### src/rtl/rv32_pkg.sv
// Shared types and constants for the AtomRV32I front end.
package rv32_pkg;

    localparam int unsigned XLEN = 32;

    // addi x0, x0, 0: shown to decode whenever nothing is buffered.
    localparam logic [XLEN-1:0] INSTR_NOP = 32'h0000_0013;

    // One prefetched instruction together with the address it came from.
    typedef struct packed {
        logic [XLEN-1:0] instr;
        logic [XLEN-1:0] pc;
    } fetch_entry_t;

endpackage

### src/rtl/fetch_fifo.sv
// Synchronous prefetch FIFO with a registered head entry, flush and occupancy.
// The head register always holds the oldest entry, so a write becomes visible
// on the output one cycle later and there is no write-to-read bypass.
module fetch_fifo #(
    parameter int unsigned      WIDTH       = 64,
    parameter int unsigned      DEPTH       = 4,
    parameter logic [WIDTH-1:0] RESET_VALUE = '0
) (
    input  logic                       clk,
    input  logic                       rst_n,
    input  logic                       flush,
    input  logic                       push,
    input  logic [WIDTH-1:0]           din,
    input  logic                       pop,
    output logic [WIDTH-1:0]           dout,
    output logic [$clog2(DEPTH+1)-1:0] count,
    output logic                       full,
    output logic                       empty
);

    localparam int AW = $clog2(DEPTH);
    localparam int CW = $clog2(DEPTH + 1);

    logic [WIDTH-1:0] mem_reg [DEPTH];
    logic [AW-1:0]    rd_ptr_reg;
    logic [AW-1:0]    wr_ptr_reg;
    logic [CW-1:0]    count_reg;
    logic [WIDTH-1:0] dout_reg;
    logic             do_pop;

    assign empty  = (count_reg == '0);
    assign full   = (count_reg == CW'(DEPTH));
    assign count  = count_reg;
    assign dout   = dout_reg;
    assign do_pop = pop && !empty;

    // Entry storage; a flush discards the write issued in the same cycle.
    always_ff @(posedge clk) begin
        if (push && !flush) begin
            mem_reg[wr_ptr_reg] <= din;
        end
    end

    // Pointers and occupancy; push and pop together on a full FIFO keep the count.
    always_ff @(posedge clk) begin
        if (!rst_n || flush) begin
            rd_ptr_reg <= '0;
            wr_ptr_reg <= '0;
            count_reg  <= '0;
        end else begin
            if (push) begin
                wr_ptr_reg <= wr_ptr_reg + AW'(1);
            end
            if (do_pop) begin
                rd_ptr_reg <= rd_ptr_reg + AW'(1);
            end
            count_reg <= count_reg + CW'(push) - CW'(do_pop);
        end
    end

    // Head register: next oldest entry after a pop, or the incoming word when
    // it becomes the only entry. Holds its last value while empty or flushed.
    always_ff @(posedge clk) begin
        if (!rst_n) begin
            dout_reg <= RESET_VALUE;
        end else if (!flush) begin
            if (do_pop) begin
                if (count_reg > CW'(1)) begin
                    dout_reg <= mem_reg[rd_ptr_reg + AW'(1)];
                end else if (push) begin
                    dout_reg <= din;
                end
            end else if (empty && push) begin
                dout_reg <= din;
            end
        end
    end

    // Pushing into a full FIFO without a matching pop means the credit rule broke.
    a_no_overflow: assert property (@(posedge clk) disable iff (!rst_n)
        !(push && !flush && full && !pop));

endmodule

### src/rtl/instr_fetch_unit.sv
// Fetch stage: owns the fetch PC, issues credit-limited word requests to
// instruction memory, buffers in-order responses with their PCs, and hands
// them to decode. A redirect flushes the buffer and drops in-flight responses.
module instr_fetch_unit #(
    parameter int unsigned     XLEN       = 32,
    parameter logic [XLEN-1:0] PC_RESET   = 32'h0000_0000,
    parameter int unsigned     FIFO_DEPTH = 4
) (
    input  logic            clk,
    input  logic            rst_n,
    output logic            imem_req_valid,
    input  logic            imem_req_ready,
    output logic [XLEN-1:0] imem_req_addr,
    input  logic            imem_rsp_valid,
    input  logic [XLEN-1:0] imem_rsp_data,
    input  logic            redirect_valid,
    input  logic [XLEN-1:0] redirect_pc,
    output logic            id_valid,
    input  logic            id_ready,
    output logic [XLEN-1:0] id_instr,
    output logic [XLEN-1:0] id_pc
);

    import rv32_pkg::*;

    localparam int CNT_W = $clog2(FIFO_DEPTH + 1);
    localparam logic [XLEN-1:0] WORD_MASK = ~XLEN'(3);

    logic [XLEN-1:0]  pc_reg;
    logic [XLEN-1:0]  pc_next;
    logic [CNT_W-1:0] inflight_reg;
    logic [CNT_W-1:0] inflight_next;
    logic [CNT_W-1:0] drop_cnt_reg;
    logic [CNT_W-1:0] drop_cnt_next;

    logic [CNT_W-1:0] fifo_count;
    logic             fifo_full;
    logic             fifo_empty;
    fetch_entry_t     fifo_din;
    fetch_entry_t     fifo_dout;

    logic [CNT_W:0]   occupancy;
    logic             has_credit;
    logic             req_fire;
    logic             rsp_keep;
    logic             deq;

    // Credit: in-flight requests plus buffered entries never exceed the FIFO size,
    // so every response that is kept always finds a free slot.
    assign occupancy      = {1'b0, inflight_reg} + {1'b0, fifo_count};
    assign has_credit     = occupancy < (CNT_W + 1)'(FIFO_DEPTH);
    assign imem_req_valid = rst_n && !redirect_valid && has_credit;
    assign imem_req_addr  = pc_reg & WORD_MASK;
    assign req_fire       = imem_req_valid && imem_req_ready;

    // Responses still owed to a pre-redirect stream are discarded, as is one
    // arriving in the redirect cycle itself.
    assign rsp_keep       = imem_rsp_valid && (drop_cnt_reg == '0) && !redirect_valid;

    // With nothing to drop, every outstanding request belongs to the current
    // stream, so the oldest one sits inflight words behind the fetch PC.
    assign fifo_din.instr = imem_rsp_data;
    assign fifo_din.pc    = pc_reg - (XLEN'(inflight_reg) << 2);

    assign id_valid       = !fifo_empty && !redirect_valid;
    assign deq            = id_valid && id_ready;
    assign id_instr       = fifo_empty ? INSTR_NOP : fifo_dout.instr;
    assign id_pc          = fifo_dout.pc;

    fetch_fifo #(
        .WIDTH       ($bits(fetch_entry_t)),
        .DEPTH       (FIFO_DEPTH),
        .RESET_VALUE ({INSTR_NOP, PC_RESET})
    ) u_fifo (
        .clk   (clk),
        .rst_n (rst_n),
        .flush (redirect_valid),
        .push  (rsp_keep),
        .din   (fifo_din),
        .pop   (deq),
        .dout  (fifo_dout),
        .count (fifo_count),
        .full  (fifo_full),
        .empty (fifo_empty)
    );

    // Next PC, in-flight and drop counts; a redirect turns every response
    // still outstanding after this cycle into one to be dropped.
    always_comb begin
        pc_next       = pc_reg;
        inflight_next = inflight_reg + CNT_W'(req_fire) - CNT_W'(imem_rsp_valid);
        drop_cnt_next = drop_cnt_reg;
        if (redirect_valid) begin
            pc_next       = redirect_pc & WORD_MASK;
            drop_cnt_next = inflight_reg - CNT_W'(imem_rsp_valid);
        end else begin
            if (req_fire) begin
                pc_next = pc_reg + XLEN'(4);
            end
            if (imem_rsp_valid && (drop_cnt_reg != '0)) begin
                drop_cnt_next = drop_cnt_reg - CNT_W'(1);
            end
        end
    end

    // Fetch-state registers.
    always_ff @(posedge clk) begin
        if (!rst_n) begin
            pc_reg       <= PC_RESET;
            inflight_reg <= '0;
            drop_cnt_reg <= '0;
        end else begin
            pc_reg       <= pc_next;
            inflight_reg <= inflight_next;
            drop_cnt_reg <= drop_cnt_next;
        end
    end

    // A kept response must land in a free slot unless decode frees one this cycle.
    a_credit_holds: assert property (@(posedge clk) disable iff (!rst_n)
        !(rsp_keep && fifo_full && !deq));

    // A response can only arrive for a request that is still outstanding.
    a_rsp_owed: assert property (@(posedge clk) disable iff (!rst_n)
        !(imem_rsp_valid && (inflight_reg == '0)));

endmodule
### config.mk
export PLATFORM = sky130hd
export DESIGN_NAME = instr_fetch_unit
export DESIGN_NICKNAME = d
export VERILOG_FILES = /design/src/rtl/rv32_pkg.sv /design/src/rtl/fetch_fifo.sv /design/src/rtl/instr_fetch_unit.sv
export SDC_FILE = /design/constraint.sdc
export NUM_CORES = 1
export LEC_CHECK = 0
export ABC_AREA = 0
export BUFFER_PORTS_ARGS = -buffer_cell sky130_fd_sc_hd__buf_2
export CAP_MARGIN = 0
export CORE_MARGIN = 4
export CORE_UTILIZATION = 59
export DETAILED_ROUTE_END_ITERATION = 8
export GPL_ROUTABILITY_DRIVEN = 1
export HOLD_SLACK_MARGIN = 0.06
export PLACE_DENSITY_LB_ADDON = 0.1
export SKIP_LAST_GASP = 1
export SYNTH_ARGS = -nofsm -noshare
export SYNTH_HDL_FRONTEND = slang
export SYNTH_SLANG_ARGS = --single-unit
### constraint.sdc
create_clock -name clk -period 3.43 [get_ports clk]
set_input_delay 0.5145 -clock clk [delete_from_list [all_inputs] [get_ports clk]]
set_output_delay 0.5145 -clock clk [all_outputs]
set_load 0.02 [all_outputs]
# ---- Word-level counts from Yosys, hierarchy flattened
# Memory sizes are Yosys's and may differ from the RTL's.
# Cells that the tools add are included.
dict set report classes {
  addsub 11
  order_cmp 2
  n_eq_ne 1
  n_mux 11
  bitwise 2
  n_reduce_logical 23
}
# operator count
set op_table {}
lappend op_table {{two-way mux 64 bit} 4}
lappend op_table {{two-way mux 32 bit} 3}
lappend op_table {{adder 32 x 3 -> 32 bit (second input constant)} 1}
lappend op_table {{subtractor 32 x 5 -> 32 bit} 1}
lappend op_table {{logical AND 1 bit} 11}
lappend op_table {{subtractor 3 x 1 -> 3 bit} 3}
lappend op_table {{adder 3 x 1 -> 3 bit} 2}
lappend op_table {{logical NOT 3 bit} 2}
lappend op_table {{two-way mux 3 bit} 2}
lappend op_table {{nonzero test 2 bit} 3}
lappend op_table {{adder 2 x 1 -> 2 bit (second input constant)} 2}
lappend op_table {{adder 3 x 3 -> 4 bit} 1}
lappend op_table {{< comparator 4 x 3 -> 1 bit (second input constant)} 1}
lappend op_table {{greater-than comparator 3 x 1 -> 1 bit (second input constant)} 1}
lappend op_table {{logical NOT 1 bit} 3}
lappend op_table {{inequality test 3 x 2 -> 1 bit (second input constant)} 1}
lappend op_table {{AND reduction 3 bit} 1}
lappend op_table {{nonzero test 3 bit} 1}
lappend op_table {{subtractor 3 x 1 -> 3 bit (second input constant)} 1}
lappend op_table {{two-way mux 1 bit} 2}
lappend op_table {{NOT 1 bit} 2}
lappend op_table {{OR reduction 2 bit} 1}
lappend op_table {{logical OR 1 bit} 1}
dict set report totals {
  register_bits 109
  ram_bits 256
  inputBits 70
  out_inout_bits 98
  word_cells 59
  memories 1
}
# memory depth word_bits rd rd_clocked_by_memory_dff wr line_no
set memory_table {}
lappend memory_table {u_fifo.mem_reg 4 64 1 0 1 fetch_fifo.sv:24} ;# logic [WIDTH-1:0] mem_reg [DEPTH];

# ---- Logic depth before layout (Yosys ltp)
# Gate-level depths: netlist of run 1.
dict set report depth {
  word_depth 7
  depth_mapped 12
  mapped_depth_nobuf 10
}

# ---- Hierarchy
# A second synthesis of run 1 with hierarchy kept.
dict set report hier_totals {
  cells_unflattened 1080
  hier_area_um2 16071.7
}
# mod n_inst cells_each area_each_um2 seq_area_each_um2
set modules_own_cells {}
lappend modules_own_cells {fetch_fifo 1 684 13093.8 9108.7}
lappend modules_own_cells {instr_fetch_unit 1 396 2977.9 720.7}

# ---- Least setup slack after synthesis of run 1
# No wires, ideal clock.
dict set report synth_timing {
  path_kind {flip-flop to flip-flop}
  start {reg drop_cnt_reg[0]}
  end {mem u_fifo.mem_reg[0][10] (enable)}
  setup_ns 0.427
  arrival_ns 2.442
  required_ns 3.003
  path_slack_ns 0.562
  path_stages_with_launch 6
  path_buffers 0
  synth_period_minus_slack_ns 2.868
  cell_sequence {dfxtp_1 > inv_1 > ha_1 > nand3_1 > nor2_1 > and2_1}
}
dict set report synth_via {
  elab_chain_len 6
}
# item line_no
set synth_lines {}
lappend synth_lines {{from (decl)} instr_fetch_unit.sv:33} ;# logic [CNT_W-1:0] drop_cnt_reg;
lappend synth_lines {{from (signal assigned)} instr_fetch_unit.sv:115} ;# drop_cnt_reg <= drop_cnt_next;
lappend synth_lines {{logical NOT 3 bit} instr_fetch_unit.sv:58} ;# assign rsp_keep = imem_rsp_valid && (drop_cnt_reg == '0) && !redirect_valid;
lappend synth_lines {{logical AND 1 bit (2 in series)} instr_fetch_unit.sv:58}
lappend synth_lines {{net rsp_keep} instr_fetch_unit.sv:45} ;# logic rsp_keep;
lappend synth_lines {{logical AND 1 bit} fetch_fifo.sv:39} ;# if (push && !flush) begin
lappend synth_lines {{two-way mux 1 bit} fetch_fifo.sv:39}
lappend synth_lines {{two-way mux 1 bit (not written as such)} fetch_fifo.sv:40} ;# mem_reg[wr_ptr_reg] <= din;
lappend synth_lines {{to (decl)} fetch_fifo.sv:24}
# The timed path passes the listed nets, and every way through them passes these cells.

==> results of run 1 <==
-- layer usage --
layer / global-route usage / vias to the layer above / share of wire
met3: 0.0328 / 54 / 0.067
met4: 0.0704 / 0 / 0.021
li1: - / 4580 / -
met2: 0.404 / 396 / 0.49
met5: 0 / - / 0
met1: 0.331 / 4908 / 0.42
-- worst register-to-register path: stages, from the launching register on --
cell	delay (ps)
dfxtp_1	420
inv_1	100
ha_1	270
or4_1	510
a21oi_1	430
nand4_1	200
xnor2_1	410
nand2_1	100
a21oi_1	130
-- per-stage QoR --
step	setup slack (ps)	hold WS, ps	util	instance area, um2
2_1_floorplan	562	444	-	15400
3_3_place_gp	827	459	0.644	16400
3_5_place_dp	767	478	0.644	16400
4_1_cts	764	199	0.693	17600
5_1_grt	566	218	0.693	17600
6_report	805	221	0.693	17600
-- area by class of cell --
class                      instances  area, um2  share of cell area
tap                              330        413              0.0234
inverter                          25       93.8             0.00533
clock buffer                      56       1110              0.0630
sequential                       353       9550               0.543
clock inverter                    12        146             0.00831
multi-input combinational        677       5140               0.292
timing repair buffer             192       1150              0.0654
-- Yosys cell counts, types with 22 or more instances --
cell type    n
inv_1       23
nand3_1     22
o21ai_0     41
nor2_1      81
dfxtp_1    105
mux4_2      62
buf_4       35
clkbuf_1    57
nor2b_1     31
nand2_1    116
edfxtp_1   248
a311oi_1    31
a21oi_1     66
xnor2_1     30
-- cells in the final DEF (no fill, tap or decap), types with 20 or more instances in the layout --
cell / n
dfxtp_1: 103
mux4_2: 62
o21ai_0: 41
ha_1: 20
nand2_1: 116
nor2b_1: 31
buf_4: 22
edfxtp_1: 248
nand3_1: 22
inv_1: 23
nor2_1: 80
buf_2: 161
a21oi_1: 66
clkbuf_16: 39
xnor2_1: 30
a311oi_1: 31
-- worst max-delay path by stage --
stage                                 end            start  cells past startpoint  slack [ps]
finish                    u_fifo.dout[30]  inflight_reg[2]                      8         800
detailed placement        u_fifo.dout[30]  inflight_reg[2]                      8         770
global route              u_fifo.dout[30]  inflight_reg[2]                      8         570
floorplan           u_fifo.mem_reg[0][10]  drop_cnt_reg[0]                      5         560
global placement          u_fifo.dout[30]  inflight_reg[2]                      8         830
CTS                       u_fifo.dout[30]  inflight_reg[2]                      8         760
-- kinds of logic (layout without fill, tap and decap cells) --
| kind of cell | count (synthesis) | count (layout) | synth area share |
|---|---|---|---|
| adder cells (fa/ha/maj) | 23 | 23 | 0.0202 |
| AO/OA/AOI/OAI | 187 | 187 | 0.0769 |
| XOR/XNOR | 42 | 42 | 0.0240 |
| AND/OR/NAND/NOR | 350 | 350 | 0.114 |
| flip-flops | 353 | 353 | 0.622 |
| other | 1 | 4 | 0.000244 |
| multiplexers | 71 | 71 | 0.0970 |
| buffers and inverters | 143 | 285 | 0.0454 |
-- power breakdown --
part	internal, uW	leakage (uW)	total [uW]	switching [uW]
Clock	2470	0.000610	4090	1620
Sequential	4850	0.00312	5000	145
Combinational	409	0.00259	1170	762
==> run_results.csv, run 1 <==
group,metric,value,unit
run_status,status,"complete, no violations",
worst_setup_path,crit_chain,"inv_1 > ha_1 > or4_1 > a21oi_1 > nand4_1 > xnor2_1 > nand2_1 > a21oi_1",
floorplanning,die-area,28700,um2
synth,synth_top_area_cell,"edfxtp_1",
pwr,ir_drop,0.441,mV
worst_setup_path,r2r_slack,800,ps
sta,timing.final.hold_violations,0,
worst_setup_path,r2r_end,"u_fifo.dout[30]",
floorplanning,die_w,169,um
sta,slew_headroom,0.385,
place,gp_congestion,0.878,
synth,synth_warnings,0,
min_path,hold_path_depth,1,
cts,cts_tree,"yes",
place,hpwl,21500,um
cells_and_area,drive_gt1_frac,0.259,
pwr,p_leak,0.00632,uW
synth,synth.distinct_cells,64,
floorplanning,core_area,25400,um2
floorplanning,dieHeight,169,um
cts,clk_pin_slew,60,ps
synth,synth-async-reset-ratio,0,
detailed_routing,drtAntennaViolNets,0,
global_route,antenna_found_initial,0,
detailed_routing,vias,9938,
detailed_routing,drt-total-wl,34400,um
worst_setup_path,crit_type,"reg -> reg",
min_path,hp-start,"imem_rsp_data[26]",
cells_and_area,largest_reg_flops,248,
global_route,grt-ovfl-total,0,
worst_setup_path,critPathArrivalTime,3080,ps
sta,setup_viol,0,
min_path,hold_class,"in -> reg",
floorplanning,ios,168,
cells_and_area,nets,1379,
sta,setup-tns-final,0,ps
global_route,grt_pass1_vias,9942,
sta,max_freq,381,MHz
cells_and_area,stdcell_count,1645,
sta,period_minus_slack,2630,ps
detailed_routing,drt-wirelength-per-cell,20.9,um
sta,maxSlewViolCount,0,
worst_setup_path,crit_buf_inv,1,
detailed_routing,viasPerCell,6.04,
cts,clkLatencyLatePin,530,ps
cts,cts.sinks,353,
sta,clock-skew-final,14.0,ps
worst_setup_path,end_kind,"flip-flop",
pwr,power,10300,uW
worst_setup_path,crit_top_cell,"a21oi_1",
synth,synthCells,1170,
cells_and_area,area_delta_synth_final,14.7,%
synth,synth.yosys.seq_area_share,0.622,
cells_and_area,diodes,0,
detailed_routing,drt-initial-drc-count,785,
place,placed_cells,1577,
synth,syn_area,15300,um2
global_route,grt_pass1_wl,54400,um
cts,cts_buffers,37,
worst_setup_path,crit_path_start_kind,"flip-flop",
flow_run,maxCapViolations,0,
sta,rsz0062_at_grt,"false",
synth,ys_ff_latch,353,
cts,cts.repair.resized,0,
synth,synth-main-ff-cell,"edfxtp_1",
cells_and_area,nFillCells,1804,
place,io_buffers,161,
detailed_routing,drt-pass1-iter-count,5,
detailed_routing,drc,0,
synth,synth_area_leaders,"edfxtp_1, dfxtp_1, mux4_2, nand2_1, a21oi_1",
worst_setup_path,critPathTopFamily,"simple AND/OR/NAND/NOR gates",
cts,cts_setup_buffers,0,
cts,cts_htree_levels,2,
min_path,worstHoldEndpoint,"u_fifo.mem_reg[0][58]",
cts,cts-root-buf,"clkbuf_16",
floorplanning,start_util,0.604,
floorplanning,rows,58,
worst_setup_path,worstPathRequired,3880,ps
worst_setup_path,r2r_start,"inflight_reg[2]",
synth,syn_avg_cell_area,13.1,um2
cts,cts_hold_buffers,0,
worst_setup_path,critical-path-max-stage-delay,510,ps
worst_setup_path,path_max_fanout,5,
worst_setup_path,rr_worst_depth,8,
sta,min_period_over_period,0.765,
global_route,grt_max_degree,63,
pwr,power-per-cell-area,582,nW/um2
synth,synth_edf_count,248,
cts,cts_max_path_buffers,3,
synth,synth_top_cell_area_share,0.485,
sta,tightest_slew,918,ps
global_route,grt_usage,0.240,
worst_setup_path,critical-path-slowest-cell,"or4_1",
No activity file was read; power rests on OpenSTA's default activity.
==> run 2, diff against run 1 <==
--- a/config.mk
+++ b/config.mk
@@ -9,7 +9,7 @@
 export BUFFER_PORTS_ARGS = -buffer_cell sky130_fd_sc_hd__buf_2
 export CAP_MARGIN = 0
 export CORE_MARGIN = 4
-export CORE_UTILIZATION = 59
+export CORE_UTILIZATION = 53
 export DETAILED_ROUTE_END_ITERATION = 8
 export GPL_ROUTABILITY_DRIVEN = 1
 export HOLD_SLACK_MARGIN = 0.06
==> constraint.sdc (replaced) <==
create_clock -name clk -period 2.2 [get_ports clk]
set_input_delay 0.33 -clock clk [delete_from_list [all_inputs] [get_ports clk]]
set_output_delay 0.33 -clock clk [all_outputs]
set_load 0.02 [all_outputs]
==> run 2 against run 1 <==
  * Sequential power increased by 54%
  * Setup slack lost 800 ps
  * Clock power grew 46%
  * Sequential share of layout area decreased by 4.4 points
  * Largest cell class unchanged
==> run_results.csv, run 2 (synthesis results as in run 1) <==
group,metric,value,unit
detailed_routing,drt-total-wl,37000,um
global_route,grt-busiest-layer,"met2",
min_path,hold_path_depth,3,
detailed_routing,drt-wirelength-per-cell,20.2,um
global_route,antenna_found_initial,0,
floorplanning,start_util,0.536,
sta,setup_viol,0,
cells_and_area,nets,1512,
global_route,grt_pass1_vias,10300,
cells_and_area,stdcell_count,1831,
run_status,status,"complete, no violations",
detailed_routing,drt-pass1-iter-count,5,
flow_run,maxCapViolations,0,
sta,tightest_slew,562,ps
sta,maxSlewViolCount,0,
cells_and_area,nFillCells,2106,
worst_setup_path,end_kind,"flip-flop",
detailed_routing,drc,0,
sta,rsz0062_at_grt,"true",
cts,cts_tree,"yes",
global_route,met2_usage,0.387,
detailed_routing,vias,10400,
worst_setup_path,crit_type,"reg -> reg",
cts,cts_buffers,37,
floorplanning,ios,168,
sta,period_minus_slack,2200,ps
detailed_routing,viasPerCell,5.68,
worst_setup_path,crit_path_start_kind,"flip-flop",
cts,cts.sinks,353,
cells_and_area,diodes,0,
cts,clk_pin_slew,60,ps
cells_and_area,area_delta_synth_final,25.1,%
cells_and_area,final_cell_mix,"edfxtp_1, buf_2, nand2_1",
place,hpwl,23800,um
global_route,grt_usage,0.229,
place,gp_congestion,0.871,
worst_setup_path,worstPathRequired,2600,ps
detailed_routing,drtAntennaViolNets,0,
floorplanning,rows,62,
cells_and_area,largest_reg_flops,248,
worst_setup_path,rr_worst_depth,8,
floorplanning,die-area,31700,um2
detailed_routing,drt-initial-drc-count,675,
cts,cts_max_path_buffers,3,
min_path,hold_class,"in -> reg",
global_route,grt_max_degree,54,
cts,cts-root-buf,"clkbuf_16",
sta,clock-skew-final,12.2,ps
pwr,power-per-cell-area,844,nW/um2
floorplanning,core_area,28600,um2
sta,max_freq,455,MHz
cts,cts_htree_levels,2,
cells_and_area,drive_gt1_frac,0.337,
place,placed_cells,1719,
floorplanning,dieHeight,178,um
place,io_buffers,161,
sta,setup-tns-final,0,ps
sta,min_period_over_period,0.999,
sta,slew_headroom,0.622,
pwr,ir_drop,0.501,mV
floorplanning,die_w,178,um
global_route,gr-usage-met1,0.319,
global_route,grt-ovfl-total,0,
worst_setup_path,critPathArrivalTime,2600,ps
cells_and_area,final_core_util,0.671,
cells_and_area,final_common_cell,"edfxtp_1",
global_route,grt.met3_usage,0.0360,
global_route,grt_pass1_wl,56800,um
sta,whs,82.0,ps
pwr,p_leak,0.00706,uW
worst_setup_path,path_max_fanout,3,
sta,timing.final.hold_violations,0,
cts,clkLatencyLatePin,520,ps
run 2: changes by cell type in the layout (fill, tap and decap cells not counted), sizes merged:
cell / change
buf: +97
dlygate4sd3: +35
clkinv: +9
clkbuf: -8
clkinvlp: -2
inv: +1
run 2: layer usage:
layer  up-vias  share of wire
li1       4838              -
met1      5137           0.43
met2       373           0.49
met3        58          0.062
met4         0          0.018
met5         -              0
run 2: metrics by stage:
stage | instance area, um2 | worst slack (ps) | total power [uW]
after detailed placement | 17300 | -127 | 10100
after global placement | 17300 | -93.6 | 10100
after CTS | 18900 | -4.66 | 16200
after floorplan | 15400 | -98.3 | 9170
final | 19200 | 1.53 | 16200
after global routing | 19200 | -97.3 | 16900
run 2: final cells by class:
| type | count | area, um2 | share of cell area |
|---|---|---|---|
| multi-input cells | 677 | 5400 | 0.281 |
| inverters | 25 | 98.8 | 0.00515 |
| clock buffers | 47 | 973 | 0.0507 |
| repair buffers | 325 | 2500 | 0.130 |
| well taps | 384 | 480 | 0.0250 |
| clock inverters | 20 | 179 | 0.00932 |
| flip-flops and latches | 353 | 9570 | 0.498 |
run 2: final timing paths:
path                   startpoint  slack [ps]         endpoint
setup reg to reg  inflight_reg[2]           2  u_fifo.dout[15]
hold reg to reg   u_fifo.dout[36]         490  u_fifo.dout[36]
setup / recovery  inflight_reg[2]           2  u_fifo.dout[15]
hold / removal    redirect_pc[22]          80       pc_reg[22]
run 2: report_power, final:
group	leakage [uW]	internal [uW]	switching [uW]
Combinational	0.00337	1080	1430
Clock	0.000562	3490	2480
Sequential	0.00312	7570	147
Total	0.00706	12100	4070
run 2: critical path, stage by stage (launching register included):
cell and delay (ps):
dfxtp_4 380, inv_4 40, ha_4 150, or4_4 420
or4_4 530, nor3_4 160, xnor2_2 170, buf_4 150
o211ai_1 80
run 2: what timing repair did:
action                                 CTS  global route
pin swaps                                7            17
resized for setup                       17            43
setup buffers                            2             8
setup endpoints to repair               93           272
hold buffers                            35             0
cloned                                   0             1
endpoints found under the hold margin  131             0
